==> src/rtl/bus_1553_pkg.sv <==
`default_nettype none
// ============================================================================
// Module   : bus_1553_pkg
// Purpose  : Shared constants for the MIL-STD-1553 dual-redundant A/B switch.
// Revision : 1.0 - initial release
// ============================================================================
package bus_1553_pkg;

    localparam int SYNC_STAGES = 2;

    localparam logic BUS_A = 1'b0;
    localparam logic BUS_B = 1'b1;

    localparam logic [1:0] ST_IDLE    = 2'd0;
    localparam logic [1:0] ST_TX      = 2'd1;
    localparam logic [1:0] ST_TX_TAIL = 2'd2;
    localparam logic [1:0] ST_RX      = 2'd3;

endpackage
`default_nettype wire

==> src/rtl/activity_det_1553.sv <==
`default_nettype none
// ============================================================================
// Module   : activity_det_1553
// Purpose  : Receiver synchroniser plus idle counter; busy while the bus has
//            changed within the last IDLE_CYC cycles.
// Revision : 1.0 - initial release
// ============================================================================
module activity_det_1553 #(
    parameter int IDLE_CYC = 200
) (
    input  logic       clk,
    input  logic       rst,
    input  logic [1:0] i_diff,
    output logic [1:0] o_sync_diff,
    output logic       o_busy
);
    import bus_1553_pkg::*;

    localparam int c_cnt_w = $clog2(IDLE_CYC + 1);
    localparam logic [c_cnt_w-1:0] c_reload = c_cnt_w'(IDLE_CYC);

    logic [1:0]         r_sync [SYNC_STAGES];
    logic [1:0]         r_prev;
    logic [c_cnt_w-1:0] r_cnt;
    logic               w_change;

    assign o_sync_diff = r_sync[SYNC_STAGES-1];
    assign w_change    = (r_sync[SYNC_STAGES-1] != r_prev);
    assign o_busy      = (r_cnt != '0);

    always_ff @(posedge clk) begin
        if (rst) begin
            for (int k = 0; k < SYNC_STAGES; k++) r_sync[k] <= 2'b00;
            r_prev <= 2'b00;
            r_cnt  <= '0;
        end else begin
            r_sync[0] <= i_diff;
            for (int k = 1; k < SYNC_STAGES; k++) r_sync[k] <= r_sync[k-1];
            r_prev <= r_sync[SYNC_STAGES-1];
            // Any edge on the pair restarts the quiet window; otherwise count down and hold at zero.
            if (w_change)
                r_cnt <= c_reload;
            else if (r_cnt != '0)
                r_cnt <= r_cnt - 1'b1;
        end
    end

endmodule
`default_nettype wire

==> src/rtl/bus_ab_switch_1553.sv <==
`default_nettype none
// ============================================================================
// Module   : bus_ab_switch_1553
// Purpose  : Dual-redundant 1553 bus A/B switch with activity-following bus
//            selection and transceiver echo (loopback) checking.
// Revision : 1.0 - initial release
// ============================================================================
module bus_ab_switch_1553 #(
    parameter int CLOCK_SPEED    = 100000000,
    parameter int IDLE_US        = 2,
    parameter int LOOP_DELAY     = 0,
    parameter int MISMATCH_LIMIT = 8
) (
    input  logic       aclk,
    input  logic       arst,
    input  logic [1:0] core_o_diff,
    input  logic       core_en_o_diff,
    output logic [1:0] core_i_diff,
    input  logic [1:0] bus_a_i_diff,
    output logic [1:0] bus_a_o_diff,
    output logic       bus_a_en_o_diff,
    input  logic [1:0] bus_b_i_diff,
    output logic [1:0] bus_b_o_diff,
    output logic       bus_b_en_o_diff,
    input  logic       bus_sel,
    input  logic       auto_switch,
    input  logic       err_clr,
    output logic       active_bus,
    output logic       bus_a_busy,
    output logic       bus_b_busy,
    output logic       switch_evt,
    output logic       loopback_err
);
    import bus_1553_pkg::*;

    localparam int         c_idle_cyc  = CLOCK_SPEED / 1000000 * IDLE_US;
    localparam int         c_echo_dly  = 3 + LOOP_DELAY;
    localparam logic [7:0] c_echo_dly8 = 8'(c_echo_dly);
    localparam logic [7:0] c_mm_limit  = 8'(MISMATCH_LIMIT);

    logic [1:0] w_sync_a, w_sync_b, w_echo;
    logic       w_busy_a, w_busy_b, w_act_busy, w_oth_busy;
    logic       w_in_tx, w_mismatch;

    logic [1:0] r_state;
    logic       r_active, r_evt, r_err;
    logic [1:0] r_a_o, r_b_o;
    logic       r_a_en, r_b_en;
    logic [7:0] r_mm_cnt, r_fill, r_drain;
    logic [1:0] r_dly [c_echo_dly];

    activity_det_1553 #(.IDLE_CYC(c_idle_cyc)) u_act_a (
        .clk         (aclk),
        .rst         (arst),
        .i_diff      (bus_a_i_diff),
        .o_sync_diff (w_sync_a),
        .o_busy      (w_busy_a)
    );

    activity_det_1553 #(.IDLE_CYC(c_idle_cyc)) u_act_b (
        .clk         (aclk),
        .rst         (arst),
        .i_diff      (bus_b_i_diff),
        .o_sync_diff (w_sync_b),
        .o_busy      (w_busy_b)
    );

    assign w_act_busy  = (r_active == BUS_B) ? w_busy_b : w_busy_a;
    assign w_oth_busy  = (r_active == BUS_B) ? w_busy_a : w_busy_b;
    assign w_echo      = (r_active == BUS_B) ? w_sync_b : w_sync_a;
    assign core_i_diff = w_echo;

    assign bus_a_o_diff    = r_a_o;
    assign bus_a_en_o_diff = r_a_en;
    assign bus_b_o_diff    = r_b_o;
    assign bus_b_en_o_diff = r_b_en;
    assign active_bus      = r_active;
    assign bus_a_busy      = w_busy_a;
    assign bus_b_busy      = w_busy_b;
    assign switch_evt      = r_evt;
    assign loopback_err    = r_err;

    // Echo is compared only once the delay line holds data sent in this transmission.
    assign w_in_tx    = (r_state == ST_TX) || (r_state == ST_TX_TAIL);
    assign w_mismatch = w_in_tx && (r_fill == c_echo_dly8) && (w_echo != r_dly[c_echo_dly-1]);

    always_ff @(posedge aclk) begin
        if (arst) begin
            for (int k = 0; k < c_echo_dly; k++) r_dly[k] <= 2'b00;
        end else begin
            r_dly[0] <= core_o_diff;
            for (int k = 1; k < c_echo_dly; k++) r_dly[k] <= r_dly[k-1];
        end
    end

    always_ff @(posedge aclk) begin
        if (arst) begin
            r_state  <= ST_IDLE;
            r_active <= BUS_A;
            r_evt    <= 1'b0;
            r_err    <= 1'b0;
            r_a_o    <= 2'b00;
            r_a_en   <= 1'b0;
            r_b_o    <= 2'b00;
            r_b_en   <= 1'b0;
            r_mm_cnt <= 8'd0;
            r_fill   <= 8'd0;
            r_drain  <= 8'd0;
        end else begin
            // Selection only moves while the core is not transmitting, so the mux never splits a word.
            r_a_en <= core_en_o_diff && (r_active == BUS_A);
            r_a_o  <= (r_active == BUS_A) ? core_o_diff : 2'b00;
            r_b_en <= core_en_o_diff && (r_active == BUS_B);
            r_b_o  <= (r_active == BUS_B) ? core_o_diff : 2'b00;
            r_evt  <= 1'b0;

            if (w_mismatch && (r_mm_cnt != 8'hFF))
                r_mm_cnt <= r_mm_cnt + 8'd1;
            if (w_in_tx && (r_fill != c_echo_dly8))
                r_fill <= r_fill + 8'd1;

            if (w_mismatch && (r_mm_cnt >= c_mm_limit))
                r_err <= 1'b1;
            else if (err_clr)
                r_err <= 1'b0;

            case (r_state)
                ST_IDLE: begin
                    if (core_en_o_diff) begin
                        r_state  <= ST_TX;
                        r_mm_cnt <= 8'd0;
                        r_fill   <= 8'd0;
                    end else if (w_act_busy) begin
                        r_state <= ST_RX;
                    end else if (auto_switch && w_oth_busy) begin
                        r_active <= ~r_active;
                        r_evt    <= 1'b1;
                        r_state  <= ST_RX;
                    end else if (!auto_switch && (bus_sel != r_active)) begin
                        r_active <= ~r_active;
                        r_evt    <= 1'b1;
                    end
                end
                ST_TX: begin
                    if (!core_en_o_diff) begin
                        r_state <= ST_TX_TAIL;
                        r_drain <= c_echo_dly8;
                    end
                end
                ST_TX_TAIL: begin
                    if (core_en_o_diff)
                        r_state <= ST_TX;
                    else if (r_drain == 8'd0)
                        r_state <= ST_IDLE;
                    else
                        r_drain <= r_drain - 8'd1;
                end
                default: begin
                    if (core_en_o_diff) begin
                        r_state  <= ST_TX;
                        r_mm_cnt <= 8'd0;
                        r_fill   <= 8'd0;
                    end else if (!w_act_busy) begin
                        r_state <= ST_IDLE;
                    end
                end
            endcase
        end
    end

endmodule
`default_nettype wire

==> config.mk <==
export PLATFORM = sky130hd
export DESIGN_NAME = bus_ab_switch_1553
export DESIGN_NICKNAME = d
export VERILOG_FILES = /design/src/rtl/bus_1553_pkg.sv /design/src/rtl/activity_det_1553.sv /design/src/rtl/bus_ab_switch_1553.sv
export SDC_FILE = /design/constraint.sdc
export NUM_CORES = 1
export LEC_CHECK = 0
export ABC_AREA = 1
export BUFFER_PORTS_ARGS = -buffer_cell sky130_fd_sc_hd__buf_2
export CAP_MARGIN = 10
export CORE_MARGIN = 2
export CORE_UTILIZATION = 53
export DETAILED_ROUTE_END_ITERATION = 12
export GPL_TIMING_DRIVEN = 0
export PLACE_DENSITY = 0.74
export SYNTH_ARGS = -nofsm -noshare
export SYNTH_HDL_FRONTEND = slang
export SYNTH_SLANG_ARGS = --single-unit
==> constraint.sdc <==
create_clock -name aclk -period 1.55 [get_ports aclk]
set_input_delay 0 -clock aclk [delete_from_list [all_inputs] [get_ports aclk]]
set_output_delay 0 -clock aclk [all_outputs]
set_load 0.03 [all_outputs]
==> flow_metrics.env <==
export IMPL_status="completed"
export IMPL_timing_critical_path_buf_inv=4
export IMPL_r2r_slack_ps=10
export IMPL_worst_setup_path_end_kind="flop"
export IMPL_layout_worst_path_cycle_share=0.992
export IMPL_ys_seq_elements=69
export IMPL_yosys_warnings=0
export IMPL_syn_nets=462
export IMPL_grt_setup_unrepaired="yes"
export IMPL_crit_arrival_ps=1760
export IMPL_setup_viol=0
export IMPL_wl_per_cell_um=12.0
export IMPL_clock_root_buffer="clkbuf_8"
export IMPL_combPwrFrac=0.436
export IMPL_start_util=0.551
export IMPL_drive_above_1_share=0.257
export IMPL_path_delay_family="buffers and inverters"
export IMPL_synth_top_area_cell="dfxtp_1"
export IMPL_top_layer="met4"
export IMPL_cts_tree="built"
export IMPL_globalplace_congestion=0.812
export IMPL_clk_latency_ps=340
export IMPL_netlist_top_cells_area="dfxtp_1 42%, nor2_1 9.4%, nand2_1 8.4%"
export IMPL_power_share_sequential=0.326
export IMPL_fillers=477
export IMPL_hp_class="in2reg"
export IMPL_grt_pass1_wl_um=10900
export IMPL_netlist_area_leader_share=0.423
export IMPL_wl_um=6950
export IMPL_drtIter0Drc=119
export IMPL_p_sw_uw=2850
export IMPL_clk_pin_slew_ps=80
export IMPL_post_route_util=0.700
export IMPL_cts_sinks=69
export IMPL_worst_pin_slew_ps=413
export IMPL_relSlewSlack=0.725
export IMPL_crit_fanout=5
export IMPL_die_y_um=82.5
export IMPL_antenna_found_initial=0
export IMPL_die_w_um=82.5
export IMPL_timing_hold_ws_ps=77.0
export IMPL_grt_pass1_vias=2625
export IMPL_ys_flop_type="dfxtp_1"
export IMPL_cpMostUsedCell="buf_4"
export IMPL_p_per_area_nw_per_um2=1770
export IMPL_fin_crit_ps=1540
export IMPL_async_reset_ff_frac=0
export IMPL_drcViolationCount=0
export IMPL_synthDistinctLibCells=39
export IMPL_syn_cell_area_um2=3260
export IMPL_dp_hpwl_um=4410
export IMPL_max_freq_mhz=650
export IMPL_num_vias=2879
export IMPL_viasPerCell=4.96
export IMPL_grt_usage=0.208
export IMPL_finalSetupTns_ps=0
export IMPL_syn_to_final_growth_pct=27.0
export IMPL_cts_buffers=9
export IMPL_io_pins=25
export IMPL_sw_frac_of_total=0.388
export IMPL_p_leak_uw=0.00185
export IMPL_worstSetupPathType="reg2reg"
export IMPL_die_area_um2=6800
export IMPL_port_buffers=24
export IMPL_cp_slowest_cell="dfxtp_2"
export IMPL_seqCellArea_um2=1400
export IMPL_core_area_um2=5920
export IMPL_syn_inst=440
export IMPL_start_kind="flop"
export IMPL_wl_met2_um=3510
export IMPL_clock_skew_ps=11.0
export IMPL_critPathMaxStageDelay_ps=320
export IMPL_row_count=28
export IMPL_max_clock_path_buffers=2
export IMPL_fin_area_um2=4150
export IMPL_final_antenna_net_count=0
export IMPL_postPlaceCellArea_um2=3490
export IMPL_grt_max_degree=13
export IMPL_wl_met1_um=3060
export IMPL_n_antenna_cell=0
export IMPL_maxSlewViolCount=0
export IMPL_synth_edf_count=0
export IMPL_required_ps=1770
export IMPL_gr_total_overflow=0
export IMPL_peakVddDrop_uv=1210
export IMPL_firstDrtPassIters=5
export IMPL_layout_nets=522
export IMPL_path_cells="inv_2, ha_4, inv_4, nor3_4, buf_4, nand2_4, buf_4, o21ai_0, a21oi_1"
export IMPL_synth_area_per_cell_um2=7.42
export IMPL_clock_power_share=0.238
export IMPL_drv_cap=0
export IMPL_yosysSeqAreaShare=0.423
export IMPL_hold_violations=0
export IMPL_p_int_uw=4500
export IMPL_htree_levels=3
export IMPL_dr_wl_met3_um=231
export IMPL_multi_input_area_um2=1760
[tightest hold or removal path, stage by stage]
cell	delay, ps
buf_2	170
a21oi_4	100
clkinv_4	70
a21oi_1	50
[layout make-up]
class | instances | share of cell area
multi-input combinational | 298 | 0.425
sequential | 69 | 0.337
timing repair buffer | 48 | 0.0803
inverter | 67 | 0.0637
clock buffer | 10 | 0.0308
clock inverter | 6 | 0.0269
tap | 75 | 0.0226
buffer | 6 | 0.0127
timing repair inverter | 1 | 0.00121
[cells in the mapped netlist (3+ instances only)]
cell,number
a21oi_1,27
clkbuf_1,4
dfxtp_1,69
ha_1,10
inv_1,62
inv_2,3
nand2_1,73
nand2_2,4
nand3_1,20
nand3b_1,3
nand4_1,8
nor2_1,82
nor3_1,11
o21ai_0,12
o21ai_2,4
or2_2,4
xnor2_1,8
xor2_1,10
[cells in the final DEF (no fill, tap or decap), types with 2 or more instances in the layout]
cell type / instances
nor2_1: 77
nand2_1: 67
dfxtp_1: 59
inv_1: 57
a21oi_1: 26
buf_2: 22
buf_4: 16
nand3_1: 15
nor3_1: 10
xor2_1: 10
o21ai_0: 10
nand2_2: 9
dfxtp_2: 9
clkbuf_8: 9
nand4_1: 8
xnor2_1: 8
dlygate4sd3_1: 8
inv_2: 7
nor2_2: 5
nand3_2: 4
o21ai_1: 4
or2_2: 4
ha_4: 4
ha_1: 4
nor2_4: 3
nand2_4: 3
o21ai_2: 3
clkbuf_1: 3
nand3b_1: 3
bufinv_16: 3
nor3_4: 2
clkbuf_2: 2
nand3_4: 2
a21oi_4: 2
clkinv_4: 2
a31oi_1: 2
ha_2: 2
clkinv_2: 2
buf_6: 2
[per-stage QoR]
stage	std cells	setup slack [ps]	power, µW
floorplan	440	-20.4	4340
global placement	539	-190	4740
detailed placement	539	-220	4810
CTS	574	-42.2	6890
global route	580	-112	7890
finish	580	11.9	7350
[final timing paths]
check | startpoint | endpoint | cells past startpoint
max | u_act_a.r_cnt[0] | u_act_a.r_cnt[0] | 9
max reg2reg | u_act_a.r_cnt[0] | u_act_a.r_cnt[0] | 9
min | core_en_o_diff | r_mm_cnt[0] | 4
min reg2reg | u_act_b.r_sync[0][0] | u_act_b.r_sync[0][2] | 2
[power by group through the flow]
stage	registers, µW	logic (µW)	clock network, µW
after global routing	2440	3590	1850
final	2400	3210	1750
after detailed placement	2390	2420	0
after CTS	2360	2740	1790
after global placement	2380	2360	0
after floorplan	2370	1970	0
[repair_timing]
item / in CTS / in global routing
endpoints found under the setup margin: 22 / 40
hold buffers: 8 / 0
endpoints found under the hold margin: 12 / 0
pin swaps: 12 / 8
setup buffers: 11 / 5
gates resized for setup: 20 / 46
cloned: 0 / 1
[routing by layer]
layer / global-route usage / vias up
met5: 0 / -
met2: 0.365 / 58
met3: 0.0424 / 14
met1: 0.245 / 1303
li1: - / 1504
met4: 0.0900 / 0
[logic make-up after synthesis]
logic type	after synthesis	synth area share
XOR/XNOR	19	0.0533
AND/OR/NAND/NOR	216	0.299
AO/OA/AOI/OAI	53	0.0943
adder cells (fa/ha/maj)	10	0.0383
flip-flops	69	0.423
buffers and inverters	73	0.0920
[registers in the layout, indices dropped and copies added (netlist names)]
name,count
active_bus,1
bus_a_en_o_diff,1
bus_a_o_diff,2
bus_b_en_o_diff,1
bus_b_o_diff,2
loopback_err,1
r_dly,6
r_drain,8
r_fill,8
r_mm_cnt,8
r_state,2
switch_evt,1
u_act_a.r_cnt,8
u_act_a.r_prev,2
u_act_a.r_sync,4
u_act_b.r_cnt,8
u_act_b.r_prev,2
u_act_b.r_sync,4
No activity file was read; power rests on OpenSTA's default activity.
